--- config.mk ---
export PLATFORM = sky130hd
export DESIGN_NAME = bcd_digit_source_flat
export DESIGN_NICKNAME = d
export VERILOG_FILES = /design/src/rtl/bcd_digit_source_if.sv /design/src/rtl/bcd_digit_source.sv /design/src/flat_wrapper.sv
export SDC_FILE = /design/constraint.sdc
export NUM_CORES = 1
export LEC_CHECK = 0
export ABC_CLOCK_PERIOD_IN_PS = 1900
export BUFFER_PORTS_ARGS = -buffer_cell sky130_fd_sc_hd__buf_4
export CAP_MARGIN = 5
export CORE_UTILIZATION = 25
export DETAILED_ROUTE_END_ITERATION = 8
export PLACE_DENSITY_LB_ADDON = 0.3
export SETUP_SLACK_MARGIN = 0.1
export SYNTH_ARGS = -nofsm -noshare
export SYNTH_HDL_FRONTEND = slang
export SYNTH_SLANG_ARGS = --single-unit
--- constraint.sdc ---
create_clock -name clk -period 1.9 [get_ports clk]
set_input_delay 0.19 -clock clk [delete_from_list [all_inputs] [get_ports clk]]
set_output_delay 0.19 -clock clk [all_outputs]
set_load 0.005 [all_outputs]
--- src/rtl/bcd_digit_source_if.sv ---
// bcd_digit_source_if: control inputs and registered digit outputs of the BCD sweep source
interface bcd_digit_source_if;
  logic start;
  logic abort;
  logic dir;
  logic out_ready;
  logic a;
  logic b;
  logic c;
  logic d;
  logic out_valid;
  logic busy;
  logic done;
  logic [3:0] pass_cnt;
  modport master (
    input start, abort, dir, out_ready,
    output a, b, c, d, out_valid, busy, done, pass_cnt
  );
  modport slave (
    output start, abort, dir, out_ready,
    input a, b, c, d, out_valid, busy, done, pass_cnt
  );
endinterface

--- src/rtl/bcd_digit_source.sv ---
// bcd_digit_source: registered BCD digit sweep (FIRST..LAST, up or down, PASSES times) under valid/ready
module bcd_digit_source #(
  parameter int FIRST = 0,
  parameter int LAST = 9,
  parameter int PASSES = 1
) (
  input logic clk,
  input logic rst_n,
  bcd_digit_source_if.master bus
);
  localparam logic [1:0] IDLE = 2'd0;
  localparam logic [1:0] RUN = 2'd1;
  localparam logic [1:0] DONE = 2'd2;
  localparam logic [3:0] FIRST_D = 4'(FIRST);
  localparam logic [3:0] LAST_D = 4'(LAST);
  localparam logic [3:0] PASSES_C = 4'(PASSES);
  logic [1:0] state;
  logic [3:0] digit;
  logic [3:0] pass_cnt;
  logic [3:0] pass_nxt;
  logic [3:0] next_digit;
  logic [3:0] begin_digit;
  logic [3:0] end_digit;
  logic down;
  always_comb begin
    begin_digit = down ? LAST_D : FIRST_D;
    end_digit = down ? FIRST_D : LAST_D;
    next_digit = down ? (digit == 4'd0 ? 4'd9 : digit - 4'd1)
                      : (digit == 4'd9 ? 4'd0 : digit + 4'd1);
    pass_nxt = pass_cnt + 4'd1;
  end
  // abort outranks a same-cycle transfer: the digit and pass count simply freeze
  always_ff @(posedge clk or negedge rst_n) begin
    if (!rst_n) begin
      state <= IDLE;
      digit <= 4'd0;
      pass_cnt <= 4'd0;
      down <= 1'b0;
    end else if (state == IDLE) begin
      if (bus.start) begin
        state <= RUN;
        down <= bus.dir;
        digit <= bus.dir ? LAST_D : FIRST_D;
        pass_cnt <= 4'd0;
      end
    end else if (state == RUN) begin
      if (bus.abort) state <= IDLE;
      else if (bus.out_ready) begin
        if (digit != end_digit) digit <= next_digit;
        else begin
          pass_cnt <= pass_nxt;
          if (pass_nxt == PASSES_C) state <= DONE;
          else digit <= begin_digit;
        end
      end
    end else state <= IDLE;
  end
  assign {bus.a, bus.b, bus.c, bus.d} = digit;
  assign bus.out_valid = state == RUN;
  assign bus.busy = state == RUN;
  assign bus.done = state == DONE;
  assign bus.pass_cnt = pass_cnt;
endmodule

--- src/flat_wrapper.sv ---
// flat-port wrapper written by rule: the top's interface ports become plain ports
module bcd_digit_source_flat 
#(
  parameter int FIRST = 0,
  parameter int LAST = 9,
  parameter int PASSES = 1
)
  (clk, rst_n, bus_start, bus_abort, bus_dir, bus_out_ready, bus_a, bus_b, bus_c, bus_d, bus_out_valid, bus_busy, bus_done, bus_pass_cnt);
  bcd_digit_source_if bus_i ();
  input logic clk;
  input logic rst_n;
  input wire logic [$bits(bus_i.start)-1:0] bus_start;
  input wire logic [$bits(bus_i.abort)-1:0] bus_abort;
  input wire logic [$bits(bus_i.dir)-1:0] bus_dir;
  input wire logic [$bits(bus_i.out_ready)-1:0] bus_out_ready;
  output wire logic [$bits(bus_i.a)-1:0] bus_a;
  output wire logic [$bits(bus_i.b)-1:0] bus_b;
  output wire logic [$bits(bus_i.c)-1:0] bus_c;
  output wire logic [$bits(bus_i.d)-1:0] bus_d;
  output wire logic [$bits(bus_i.out_valid)-1:0] bus_out_valid;
  output wire logic [$bits(bus_i.busy)-1:0] bus_busy;
  output wire logic [$bits(bus_i.done)-1:0] bus_done;
  output wire logic [$bits(bus_i.pass_cnt)-1:0] bus_pass_cnt;
  assign bus_i.start = bus_start;
  assign bus_i.abort = bus_abort;
  assign bus_i.dir = bus_dir;
  assign bus_i.out_ready = bus_out_ready;
  assign bus_a = bus_i.a;
  assign bus_b = bus_i.b;
  assign bus_c = bus_i.c;
  assign bus_d = bus_i.d;
  assign bus_out_valid = bus_i.out_valid;
  assign bus_busy = bus_i.busy;
  assign bus_done = bus_i.done;
  assign bus_pass_cnt = bus_i.pass_cnt;
  bcd_digit_source #(.FIRST(FIRST), .LAST(LAST), .PASSES(PASSES)) u_core (.clk(clk), .rst_n(rst_n), .bus(bus_i));
endmodule
======== Word-level counts from Yosys, hierarchy flattened ========
Index checks and enable logic that the tools add are counted.
storage, ports and cells
  flip-flop bits (word level) ............. 11
  bits in latches ......................... 0
  bits in writable memories ............... 0
  memory bits (read-only) ................. 0
  bits of input ports ..................... 6
  output and inout port bits .............. 11
  logic and storage cells ................. 53
  memories ................................ 0
cells by class
  add/subtract/negate cells ............... 3
  multipliers ............................. 0
  divide/modulo/power cells ............... 0
  order comparisons ....................... 0
  eq/ne operators ......................... 12
  shift operators ......................... 0
  mux-type cells .......................... 26
  bitwise logic cells ..................... 0
  reduce and logical (&&, ||, !) cells .... 8
operators with widths
  kind                 count
  $mux 4               19
  $mux 2               7
  $reduce_and 5->1     2
  $add 4x1->4 const B  2
  $ne 4x3->1 const B   2
  $eq 4x1->1 const B   1
  $eq 4x4->1 const B   1
  $logic_not 4->1      1
  $ne 2x1->1 const B   2
  $ne 4x2->1 const B   1
  $ne 4x4->1           1
  $reduce_and 4->1     1
  $reduce_bool 2->1    2
  $sub 4x1->4 const B  1
  $ne 3x1->1 const B   1
  $eq 2x1->1 const B   1
  $eq 2x2->1 const B   1
  $logic_not 2->1      1
  $ne 2x2->1 const B   1
  $reduce_and 2->1     1

======== Depth between registers and ports, before layout ========
  word-level depth ........................ 8
  gate-level depth with buffers ........... 6
  gate-level depth less buffers ........... 6

======== Worst setup path after synthesis ========
Ideal clock, no wire load.
  path kind ............................... flip-flop to flip-flop
  from .................................... register u_core.pass_cnt[0], in the netlist u_core.bus.pass_cnt[0]
  to ...................................... register u_core.digit[1]
  library setup time ...................... 0.125 ns
  arrival ................................. 1.695 ns
  required time ........................... 1.775 ns
  slack ................................... 0.080 ns
  stages on the path, launching flop included .. 7
  clock period less this slack ............ 1.820 ns
  cells stage by stage .................... dfrtp_1 ha_1 and2_1 a21oi_1 o32ai_1 a21o_4 mux2_4
between the ends
  cells in the longest elaborated chain, start to end .. 4
RTL lines
  element                     line                    text
  start: declaration          bcd_digit_source.sv:19  logic [3:0] pass_cnt;
  start signal: assignment    bcd_digit_source.sv:51  pass_cnt <= pass_nxt;
  $add 4x1->4                 bcd_digit_source.sv:30  pass_nxt = pass_cnt + 4'd1;
  $eq 4x1->1                  bcd_digit_source.sv:52  if (pass_nxt == PASSES_C) state <= DONE;
  $ne 3x1->1 (no line)        --
  $reduce_and 5->1 (no line)  --
  end signal: assignment      bcd_digit_source.sv:43  digit <= bus.dir ? LAST_D : FIRST_D;
  end signal: assignment      bcd_digit_source.sv:49  if (digit != end_digit) digit <= next_digit;
  end signal: assignment      bcd_digit_source.sv:53  else digit <= begin_digit;
  end: declaration            bcd_digit_source.sv:18  logic [3:0] digit;
Every way passes these cells.
A chain may end at the register's enable or synchronous reset.

======== Worst setup path in the final report ========
  from .................................... register u_core.pass_cnt[1], in the netlist u_core.bus.pass_cnt[1]
  to ...................................... register u_core.digit[1]
Same word-level chain as after synthesis.

==> results.txt <==
----------------------------------------------------
[Critical path]
  Depth of the most critical reg-to-reg path ... 6
  Crit Path Category ... flop to flop
  Kind of end point of the critical path ... flop
  Nature of the critical path startpoint ... flop
  Data arrival at the endpoint of the critical path ... 1.90 ns
  CP required ... 2.07 ns
  Largest driver fanout on the critical path ... 5

[Clocking]
  Clock tree from TritonCTS ... built
  Clock network latency to the later pin of the worst-skew pair ... 0.28 ns
  TritonCTS buffer count ... 3
  Clk root buf ... sky130_fd_sc_hd__clkbuf_4
  Maximum level of the CTS H-tree ... 1
  Clock-pin slew of the registers on the worst-case setup and hold paths ... 0.08 ns
  Number of clock sinks ... 11
  Max clock buf depth ... 2

[Final layout]
  Most frequent standard cell in the layout excluding fill and tap cells ... sky130_fd_sc_hd__buf_4
  N_diodes ... 0
  Final-stage net count ... 130
  Number of fill cells ... 374
  Fraction of final layout cells with drive strength greater than 1 ... 35.54%
  Synthesis-to-layout area growth ... 33.86%
  Commonest cells after routing, fill and taps aside ... sky130_fd_sc_hd__buf_4 (25), sky130_fd_sc_hd__nor2_1 (10), sky130_fd_sc_hd__dfrtp_1 (10)

[Logic synthesis]
  Net count of the mapped netlist ... 104
  Area share of the largest cell type after synthesis ... 31.56%
  Post-Syn Area per Cell ... 9.084 um^2
  Async set-or-reset flop fraction in the synthesized netlist ... 100.0%
  Share of the yosys chip area belonging to registers ... 31.56%
  Top flip-flop cell by instance count after synthesis ... sky130_fd_sc_hd__dfrtp_1
  Complex-gate fraction of the synthesized area ... 26.40%
  Post-synthesis cell area ... 872.1 um^2
  Area fraction in and, or, nand and nor cells after synthesis ... 25.11%
  Top area cells in the synthesized netlist ... sky130_fd_sc_hd__dfrtp_1 (32%), sky130_fd_sc_hd__nor2_1 (4.3%), sky130_fd_sc_hd__a21oi_1 (4.0%), sky130_fd_sc_hd__mux2_4 (3.4%), sky130_fd_sc_hd__ha_1 (2.9%)
  Number of different library cells in the post-synthesis netlist ... 46
  Adder and majority cell fraction of the synthesized area ... 2.869%
  Post-synth EDFFs ... 0
  Synth Register Bits ... 11
  Dominant combinational cell family by area after synthesis ... compound AO/OA/AOI/OAI gates
  Number of instances in the synthesized netlist ... 96
  Multiplexer fraction of the synthesized cell area ... 4.735%
  Post-Synth XOR/XNOR Area ... 3.013%
  Count of synthesis-stage warnings from yosys ... 0
  Area leader, netlist ... sky130_fd_sc_hd__dfrtp_1

[Routing]
  Via count ... 814
  Iter 0 DRT Violations ... 23
  Total length of routed wires ... 2.127 mm
  Routed WL per cell ... 12.74 um
  Antenna-violating nets left ... 0
  Mean number of vias per cell ... 4.874
  # DRC ... 0
  Pre-antenna DRT Iters ... 4

[Floorplanning]
  Area inside the core boundary ... 3337 um^2
  Width of the die ... 61.06 um
  Full die area ... 3728 um^2
  Initial Util ... 26.13%
  Vertical die dimension ... 61.06 um
  Number of core rows ... 21
  Boundary Pins ... 17

[STA]
  Total count of hold-check failures in the final report ... 0
  Fin Setup TNS ... 0 ns
  Post-layout minimum cycle time ... 1.739 ns
  Final setup violating endpoints ... 0
  RSZ-0062 raised after global routing ... false
  Max-slew headroom at the worst pin ... 68.53%
  Final Max Tran Viols ... 0
  Portion of the clock cycle consumed by the worst path in the final layout ... 91.52%
  Actual transition at the worst max-transition pin ... 0.4700 ns
  Highest achievable clock rate ... 0.5751 GHz
  Worst clock skew ... 0.004517 ns

[Status]
  Status ... completed

[Hold path]
  Cell depth of the worst hold path ... 2
  Path category of the worst min-delay check ... primary input to flop

[Global routing]
  Pin count of the biggest net entering global routing ... 12
  First-pass GRT wire length ... 3.463 mm
  Antenna violations before repair ... 0
  Total gr overflow ... 0
  Tot GR Track Use ... 12.88%
  Number of global-route vias before repair ... 766

[Power and ir drop]
  Maximum ir drop on the vdd rail ... 0.0002948 V
  Overall power ... 1.507 mW
  Leak pwr ... 0.4953 nW
  Pwr/cell area ... 1291 nW/um^2

[Placed design]
  Port bufs ... 16
  Final weighted congestion in routability-driven placement ... 0.8363
  Final HPWL from detailed placement ... 1.569 mm

[Job]
  Max-cap violation count ... 0

----------------------------------------------------
-- registers in the layout, indices dropped and copies added (netlist names) --
| signal | cells |
|---|---|
| u_core.bus.pass_cnt | 4 |
| u_core.digit | 4 |
| u_core.state | 2 |
| u_core.down | 1 |
-- synthesized netlist by cell type (2+ instances only) --
cell,n
sky130_fd_sc_hd__xor2_1,2
sky130_fd_sc_hd__a21oi_1,7
sky130_fd_sc_hd__buf_2,2
sky130_fd_sc_hd__nand2b_1,2
sky130_fd_sc_hd__dfrtp_1,11
sky130_fd_sc_hd__ha_1,2
sky130_fd_sc_hd__nand2_1,5
sky130_fd_sc_hd__nor2_1,10
sky130_fd_sc_hd__a211oi_1,2
sky130_fd_sc_hd__inv_1,5
sky130_fd_sc_hd__clkbuf_1,2
sky130_fd_sc_hd__o21ai_1,4
sky130_fd_sc_hd__o211ai_1,2
sky130_fd_sc_hd__nand3_1,2
sky130_fd_sc_hd__nor2b_1,4
sky130_fd_sc_hd__mux2_4,2
sky130_fd_sc_hd__nor3_1,3
-- what timing repair did --
action                                  CTS  global route
hold buffers                              1             0
pin swaps                                 0             3
endpoints found under the setup margin    2             2
setup buffers                             1             2
gates resized for setup                   1             6
endpoints found under the hold margin    11             0
-- path summary, 6_finish.rpt --
check,startpoint,to,slack [ns]
worst max-delay path,u_core.bus.pass_cnt[1],u_core.digit[1],0.16
worst min-delay path,bus_dir,u_core.down,0.16
worst max register to register,u_core.bus.pass_cnt[1],u_core.digit[1],0.16
worst min register to register,u_core.down,u_core.down,0.54
max in group asynchronous,rst_n,u_core.bus.pass_cnt[1],1.45
min in group asynchronous,rst_n,u_core.state[0],0.28
-- power by group --
group | switching, mW | total [mW] | internal [mW]
clock | 0.0906 | 0.172 | 0.0815
combinational | 0.470 | 0.971 | 0.501
sequential | 0.0645 | 0.364 | 0.299
-- through the flow --
| stage | instance area [um^2] | instances | util [%] | hold slack (ns) | setup slack [ns] |
|---|---|---|---|---|---|
| finish | 1167 | 167 | 34.98 | 0.1605 | 0.1611 |
| global route | 1167 | 167 | 34.98 | 0.1776 | 0.09899 |
| CTS | 1120 | 165 | 33.56 | 0.1679 | 0.1186 |
| detailed placement | 1074 | 159 | 32.17 | 0.04291 | 0.07528 |
| global placement | 1074 | 159 | 32.17 | 0.04030 | 0.1264 |
| floorplan | 879.6 | 96 | - | -0.1056 | 0.1323 |
-- cell type report --
cell class                      count  area (um^2)  share of cell area, %
Clock buffer                        4        26.28                  2.251
Inverter                            5        18.77                  1.608
Multi-Input combinational cell     74        579.3                  49.62
Sequential cell                    11        276.5                  23.69
Tap cell                           46        57.56                  4.930
Timing Repair Buffer               27        209.0                  17.90
-- layer usage --
metal  track usage, %  wire length (um)  up-vias
li1                 -                 -      398
met1            16.88              1018      393
met2            20.65              1027       20
met3            2.311                65        3
met4            5.844                16        0
met5                0                 0        -
-- kinds of logic (layout without fill, tap and decap cells) --
kind of cell | Yosys count | after routing
multiplexers | 3 | 3
AND/OR/NAND/NOR | 35 | 35
XOR/XNOR | 3 | 3
flip-flops | 11 | 11
buffers and inverters | 11 | 36
adder cells (fa/ha/maj) | 2 | 2
AO/OA/AOI/OAI | 31 | 31
-- worst max-delay path: stages, from the launching register on --
cell and delay [ns]:
sky130_fd_sc_hd__dfrtp_2 0.45, sky130_fd_sc_hd__ha_4 0.18, sky130_fd_sc_hd__and2_1 0.14, sky130_fd_sc_hd__a21oi_2 0.18, sky130_fd_sc_hd__o32ai_4 0.12, sky130_fd_sc_hd__a21o_4 0.25
sky130_fd_sc_hd__mux2_4 0.29
Power figures use the tool's default switching activity.
